$ cat src/rtl/seq_det_ctrl.sv
// Frame sequencer for a Moore sequence detector. It serializes each accepted
// frame MSB-first onto det_x and gates det_enable/det_reset. It samples det_y one
// cycle after each bit and returns a hit count and a per-bit hit bitmap.
module seq_det_ctrl #(
  parameter int unsigned W  = 16,
  parameter int unsigned CW = 5
) (
  input  logic          clk,
  input  logic          reset,
  input  logic          frame_valid,
  output logic          frame_ready,
  input  logic [W-1:0]  frame_data,
  input  logic [4:0]    frame_len,
  input  logic          clear_det,
  output logic          det_x,
  output logic          det_enable,
  output logic          det_reset,
  input  logic          det_y,
  output logic          res_valid,
  input  logic          res_ready,
  output logic [CW-1:0] res_count,
  output logic [W-1:0]  res_hits
);

  localparam int unsigned LW = 5;

  typedef enum logic [2:0] {StIdle, StClr, StShift, StDrain, StDone} state_e;

  state_e        state_q, state_d;
  logic [W-1:0]  sreg_q, sreg_d;
  logic [W-1:0]  hits_q, hits_d;
  logic [LW-1:0] len_q, len_d;
  logic [LW-1:0] idx_q, idx_d;
  logic [CW-1:0] count_q, count_d;
  logic [LW-1:0] len_clamp;
  logic [LW-1:0] bit_idx;
  logic          sample;

  assign len_clamp = (frame_len > LW'(W)) ? LW'(W) : frame_len;

  // Next-state logic: frame latch, serializer shift and det_y sampling.
  always_comb begin
    state_d = state_q;
    sreg_d  = sreg_q;
    hits_d  = hits_q;
    len_d   = len_q;
    idx_d   = idx_q;
    count_d = count_q;
    sample  = 1'b0;
    // det_y seen now belongs to the bit sent in the previous cycle
    bit_idx = idx_q - LW'(1);
    unique case (state_q)
      StIdle: begin
        if (frame_valid) begin
          // Left-align so the first bit to send sits at the MSB
          sreg_d  = frame_data << (LW'(W) - len_clamp);
          len_d   = len_clamp;
          idx_d   = '0;
          count_d = '0;
          hits_d  = '0;
          if (clear_det)              state_d = StClr;
          else if (len_clamp != '0)   state_d = StShift;
          else                        state_d = StDone;
        end
      end
      StClr: begin
        state_d = (len_q != '0) ? StShift : StDone;
      end
      StShift: begin
        sreg_d = sreg_q << 1;
        idx_d  = idx_q + LW'(1);
        sample = (idx_q != '0);
        if (idx_q == len_q - LW'(1)) state_d = StDrain;
      end
      StDrain: begin
        sample  = 1'b1;
        state_d = StDone;
      end
      StDone: begin
        if (res_ready) state_d = StIdle;
      end
      default: state_d = StIdle;
    endcase
    if (sample && det_y) begin
      hits_d = hits_q | (W'(1) << bit_idx);
      if (count_q != '1) count_d = count_q + CW'(1);
    end
  end

  // State and datapath registers with synchronous reset.
  always_ff @(posedge clk) begin
    if (reset) begin
      state_q <= StIdle;
      sreg_q  <= '0;
      hits_q  <= '0;
      len_q   <= '0;
      idx_q   <= '0;
      count_q <= '0;
    end else begin
      state_q <= state_d;
      sreg_q  <= sreg_d;
      hits_q  <= hits_d;
      len_q   <= len_d;
      idx_q   <= idx_d;
      count_q <= count_d;
    end
  end

  // Outputs are forced inactive while reset is held; reset passes through to the detector.
  always_comb begin
    frame_ready = ~reset & (state_q == StIdle);
    det_enable  = ~reset & (state_q == StShift);
    det_x       = det_enable & sreg_q[W-1];
    det_reset   = reset | (state_q == StClr);
    res_valid   = ~reset & (state_q == StDone);
    res_count   = reset ? '0 : count_q;
    res_hits    = reset ? '0 : hits_q;
  end

endmodule
$ cat config.mk
export PLATFORM = sky130hd
export DESIGN_NAME = seq_det_ctrl
export DESIGN_NICKNAME = d
export VERILOG_FILES = /design/src/rtl/seq_det_ctrl.sv
export SDC_FILE = /design/constraint.sdc
export NUM_CORES = 1
export LEC_CHECK = 0
export ABC_AREA = 1
export CAP_MARGIN = 10
export CORE_MARGIN = 5
export CORE_UTILIZATION = 28
export DETAILED_ROUTE_END_ITERATION = 8
export GPL_ROUTABILITY_DRIVEN = 0
export PLACE_DENSITY = 0.54
export SLEW_MARGIN = 5
export SYNTH_ARGS = -nofsm -noshare
export SYNTH_HDL_FRONTEND = slang
export SYNTH_SLANG_ARGS = --single-unit
export TNS_END_PERCENT = 30
$ cat constraint.sdc
create_clock -name clk -period 2.8 [get_ports clk]
set_input_delay 0.28 -clock clk [delete_from_list [all_inputs] [get_ports clk]]
set_output_delay 0.28 -clock clk [all_outputs]
set_load 0.05 [all_outputs]
[Word-level counts from Yosys, hierarchy flattened]
Cells that the tools add are included.
Operators by class
  add/subtract/negate cells: 5
  $lt $le $gt $ge: 1
  equality and inequality tests: 9
  shifts and indexed selects: 2
  muxes and demuxes: 22
  bitwise gates (word level): 7
  reduce and logical (&&, ||, !) cells: 12
Operators with widths (count)
  16-bit 2-to-1 mux: 5
  5-bit 2-to-1 mux: 7
  16-bit case mux with 2 select lines: 1
  3-bit 2-to-1 mux: 6
  16-bit bitwise OR: 1
  1-bit by 5-bit left shift with 16-bit output, first input constant: 1
  16-bit by 5-bit left shift with 16-bit output: 1
  3-bit case mux with 5 select lines: 1
  5-bit nonzero test: 3
  5-bit by 1-bit adder with 5-bit output, second input constant: 2
  5-bit case mux with 2 select lines: 1
  5-bit by 1-bit subtractor with 5-bit output, second input constant: 2
  3-bit by 2-bit equality test with 1-bit output, second input constant: 2
  2-bit != test, second input constant: 3
  2-bit AND reduction: 3
  2-bit nonzero test: 3
  5-bit equality test: 1
  5-bit greater-than comparator, second input constant: 1
  5-bit != test, second input constant: 1
  5-bit subtractor, first input constant: 1
  1-bit bitwise AND: 4
  3-bit by 1-bit equality test with 1-bit output, second input constant: 1
  3-bit equality test, second input constant: 1
  3-bit zero test: 1
  other kinds (5): 5
Storage, ports and cells
  bits in registers: 50
  bits of input ports: 27
  output and inout port bits: 26
  word-level logic and storage cells: 64

[Longest topological paths before layout]
  word-level depth: 7
  gate-level depth with buffers: 17
  depth with buffers taken out: 15

[Least setup slack after synthesis]
No wires, ideal clock.
  path type: flip-flop to output port
  start point: reg state_q[2]
  end point: out res_valid
  arrival: 1.980 ns
  setup slack: 0.540 ns
  cell stages (with the launch flop): 3
  buffers on the path: 0
  cells stage by stage: dfxtp_1 inv_1 nor4_1
On the way
  cells in the longest elaborated chain, start to end: 2
RTL lines
  start, declared: RTL line 29  | state_e state_q, state_d;
  start signal, assigned: RTL line 93  | state_q <= StIdle;
  start signal, assigned: RTL line 100  | state_q <= state_d;
  3-bit equality test: RTL line 115  | res_valid = ~reset & (state_q == StDone);
  1-bit bitwise AND: RTL line 115
  end, declared: RTL line 19  | output logic res_valid,
Every way passes these cells.

[Final worst setup path]
  start point: in frame_len[2]
  end point: reg sreg_q[11]
On the way
  cells in the longest elaborated chain, start to end: 6
RTL lines
  start, declared: RTL line 13  | input logic [4:0] frame_len,
  5-bit greater-than comparator: RTL line 39  | assign len_clamp = (frame_len > LW'(W)) ? LW'(W) : frame_len;
  5-bit 2-to-1 mux *: RTL line 39
  5-bit subtractor *: RTL line 56  | sreg_d = frame_data << (LW'(W) - len_clamp);
  16-bit by 5-bit left shift with 16-bit output *: RTL line 56
  16-bit 2-to-1 mux *: RTL line 54  | if (frame_valid) begin
  16-bit case mux with 2 select lines *: RTL line 52  | unique case (state_q)
  end signal, assigned: RTL line 101  | sreg_q <= sreg_d;
  end, declared: RTL line 30  | logic [W-1:0] sreg_q, sreg_d;
Mark *: on every way between the ends. The rest lies on a longest branch, timed or not. The select of a mux whose other input is x is not followed.
A chain may end at the register's enable or synchronous reset.

==> impl_metrics.yaml <==
timing:
  hold_violations: 0
  hold_slack_ns: 0.475
  setup_viol: 0
  worstMarginPinSlew_ns: 0.807
  maxSlewHeadroom_pct: 46.2
  timing.fmax_ghz: 0.406
  rsz0062_at_grt: "false"
  setup_tns_ns: 0
  fin_ws_ns: 0.335
  period_share_pct: 88.1
  skew_ns: 0.00855
  finalMaxSlewViolations: 0
  post-route-min-period_ns: 2.47
worst_hold_path:
  hold_path.class: "reg -> reg"
yosys:
  synth_top_area_share_pct: 28.1
  synth-main-ff-cell: "dfxtp_1"
  ys_async_sr_fraction_pct: 0
  yosysUniqueCellTypes: 40
  syn-instance-count: 557
  synth_edf_count: 0
  yosysTopAreaCell: "dfxtp_1"
  synth-seq-cells: 50
  synth.top_cells.by_area: "dfxtp_1, nand3_1, nand2_1, inv_1, o21ai_0"
  syn_avg_cell_area_um2: 6.40
  synth_fp_nets: 594
  yosysWarnings: 0
  yosysSeqAreaShare_pct: 28.1
  syn_area_um2: 3570
power_and_ir_drop:
  peakVddDrop_v: 0.000280
  power_density_nw_per_um2: 576
  power.leakage_nw: 1.98
cells_and_area:
  fillers: 1371
  final_nets: 634
  drive_gt1_share_pct: 11.4
  multiInputGateArea_um2: 2060
  area_growth_pct: 29.1
  regArea_um2: 1000
  antenna_cells: 0
worst_setup_path:
  path_max_fanout: 13
  critPathArrivalTime_ns: 2.69
  reg2reg_slack_ns: 0.74
  crit_path_end_kind: "flop"
  path_class: "in -> reg"
  required_ns: 3.03
  critPathLaunchType: "input pin"
grt:
  antenna_found_initial: 0
  first_global_vias: 3623
  grt_max_degree: 31
  grt_overflow: 0
  track_usage_pct: 13.4
  grt_pass1_wl_um: 16700
detailed_routing:
  wire_per_inst_um: 12.7
  drtIter0Drc: 202
  postRouteAntennaNets: 0
  drtPass1Iterations: 4
  routed-via-count: 3695
  vias_per_cell: 4.80
  drc: 0
  wirelength_um: 9780
cts:
  clk_path_buf_depth: 2
  numCtsBuffers: 5
  insertion_delay_ns: 0.29
  hold_buffers: 0
  clockRootBuffer: "clkbuf_16"
  post_cts.repair.setup_buffers: 0
  tritoncts: "built"
  postCtsResizedCells: 0
  clkSlewWorstSetupHoldPaths_ns: 0.07
  htreeDepth: 2
  clkSinkCount: 50
floorplanning:
  core.rowCount: 41
  die_area_um2: 15100
  io_pins: 53
  core-area_um2: 12600
  start_util_pct: 28.4
  die_h_um: 123
  die_w_um: 123
placed_design:
  place_ws_ns: 0.00823
  dp_hpwl_um: 7520
  port-buffer-count: 52
outcome:
  status: "completed"
run:
  cap_violations: 0
==> through the flow <==
stage	power [W]	cells	area, um2	utilization, %
after global placement	0.00201	762	4450	35.4
final	0.00265	770	4610	36.6
after global routing	0.00286	770	4610	36.6
after CTS	0.00268	770	4610	36.6
after detailed placement	0.00202	762	4450	35.4
after floorplan	0.00170	557	3570	-
==> worst max-delay path, stage by stage <==
cell and delay, ns:
clkdlybuf4s50_1 0.49, nor2_2 0.15, nand2_2 0.07, nand2_2 0.14, nand2_1 0.08, ha_1 0.23
nand2_1 0.07, or2_2 0.09, inv_1 0.03, ha_1 0.32, nand3_4 0.11, nor2_4 0.28
nand2_1 0.09, nor2_1 0.10, nor2_1 0.05, nor2_1 0.08
==> cell usage after synthesis, types with 4 or more instances <==
master    count
buf_2         8
nand2_1      95
and3_1       17
a31oi_1       7
inv_1        78
buf_4         5
buf_6         6
nor2_1       46
o21ai_0      54
nand4_1       6
nor3_1        7
clkbuf_1      5
nand3_1     100
xnor2_1       4
dfxtp_1      50
a21oi_1      16
ha_1         10
==> report_power, final <==
group / leakage, nW / internal, W / switching, W
Combinational: 1.50 / 0.000388 / 0.000762
Clock: 0.0735 / 0.000359 / 0.000284
Sequential: 0.405 / 0.000791 / 0.0000666
Total: 1.98 / 0.00154 / 0.00111
==> logic make-up (layout without fill, tap and decap cells) <==
family          Yosys count  after routing  share of synthesized area, %
xor+xnor                  8              8                          2.17
fa+ha+maj                10             10                          3.51
simple gates            291            291                          39.1
buf+inv                 112            153                          14.1
flops                    50             50                          28.1
compound gates           86             86                          13.0
==> placed cells by master (no fill, tap or decap), drive strengths merged, types with 17 or more instances in the layout <==
master | synthesis | routed
nand3 | 104 | 104
nand2 | 100 | 100
inv | 82 | 83
clkdlybuf4s50 | 0 | 26
a21oi | 17 | 17
o21ai | 54 | 54
buf | 22 | 35
and3 | 17 | 17
nor2 | 51 | 51
dfxtp | 50 | 50
==> final cells by class <==
class / count / share of cell area, %
multi-input combinational: 395 / 44.8
sequential: 50 / 21.7
timing repair buffer: 61 / 18.4
inverter: 84 / 7.01
tap: 172 / 4.67
clock buffer: 6 / 3.02
clock inverter: 2 / 0.353
==> state kept, by name, indices dropped and copies added, names as in the netlist <==
| signal | cells |
|---|---|
| hits_q | 16 |
| len_q | 5 |
| sreg_q | 16 |
| count_q | 5 |
| state_q | 3 |
| idx_q | 5 |
==> layer usage <==
layer	track usage [%]	vias up	routed length (um)
li1	-	1907	-
met1	16.1	1715	4380
met2	24.8	64	5000
met3	2.30	9	318
met4	2.66	0	80
met5	0	-	0
==> final timing paths <==
kind,startpoint,end,cells after the start
worst max-delay path,frame_len[2],sreg_q[11],16
worst min-delay path,sreg_q[0],sreg_q[0],2
worst max register to register,idx_q[0],count_q[2],9
worst min register to register,sreg_q[0],sreg_q[0],2
No activity file was read; power rests on OpenSTA's default activity.
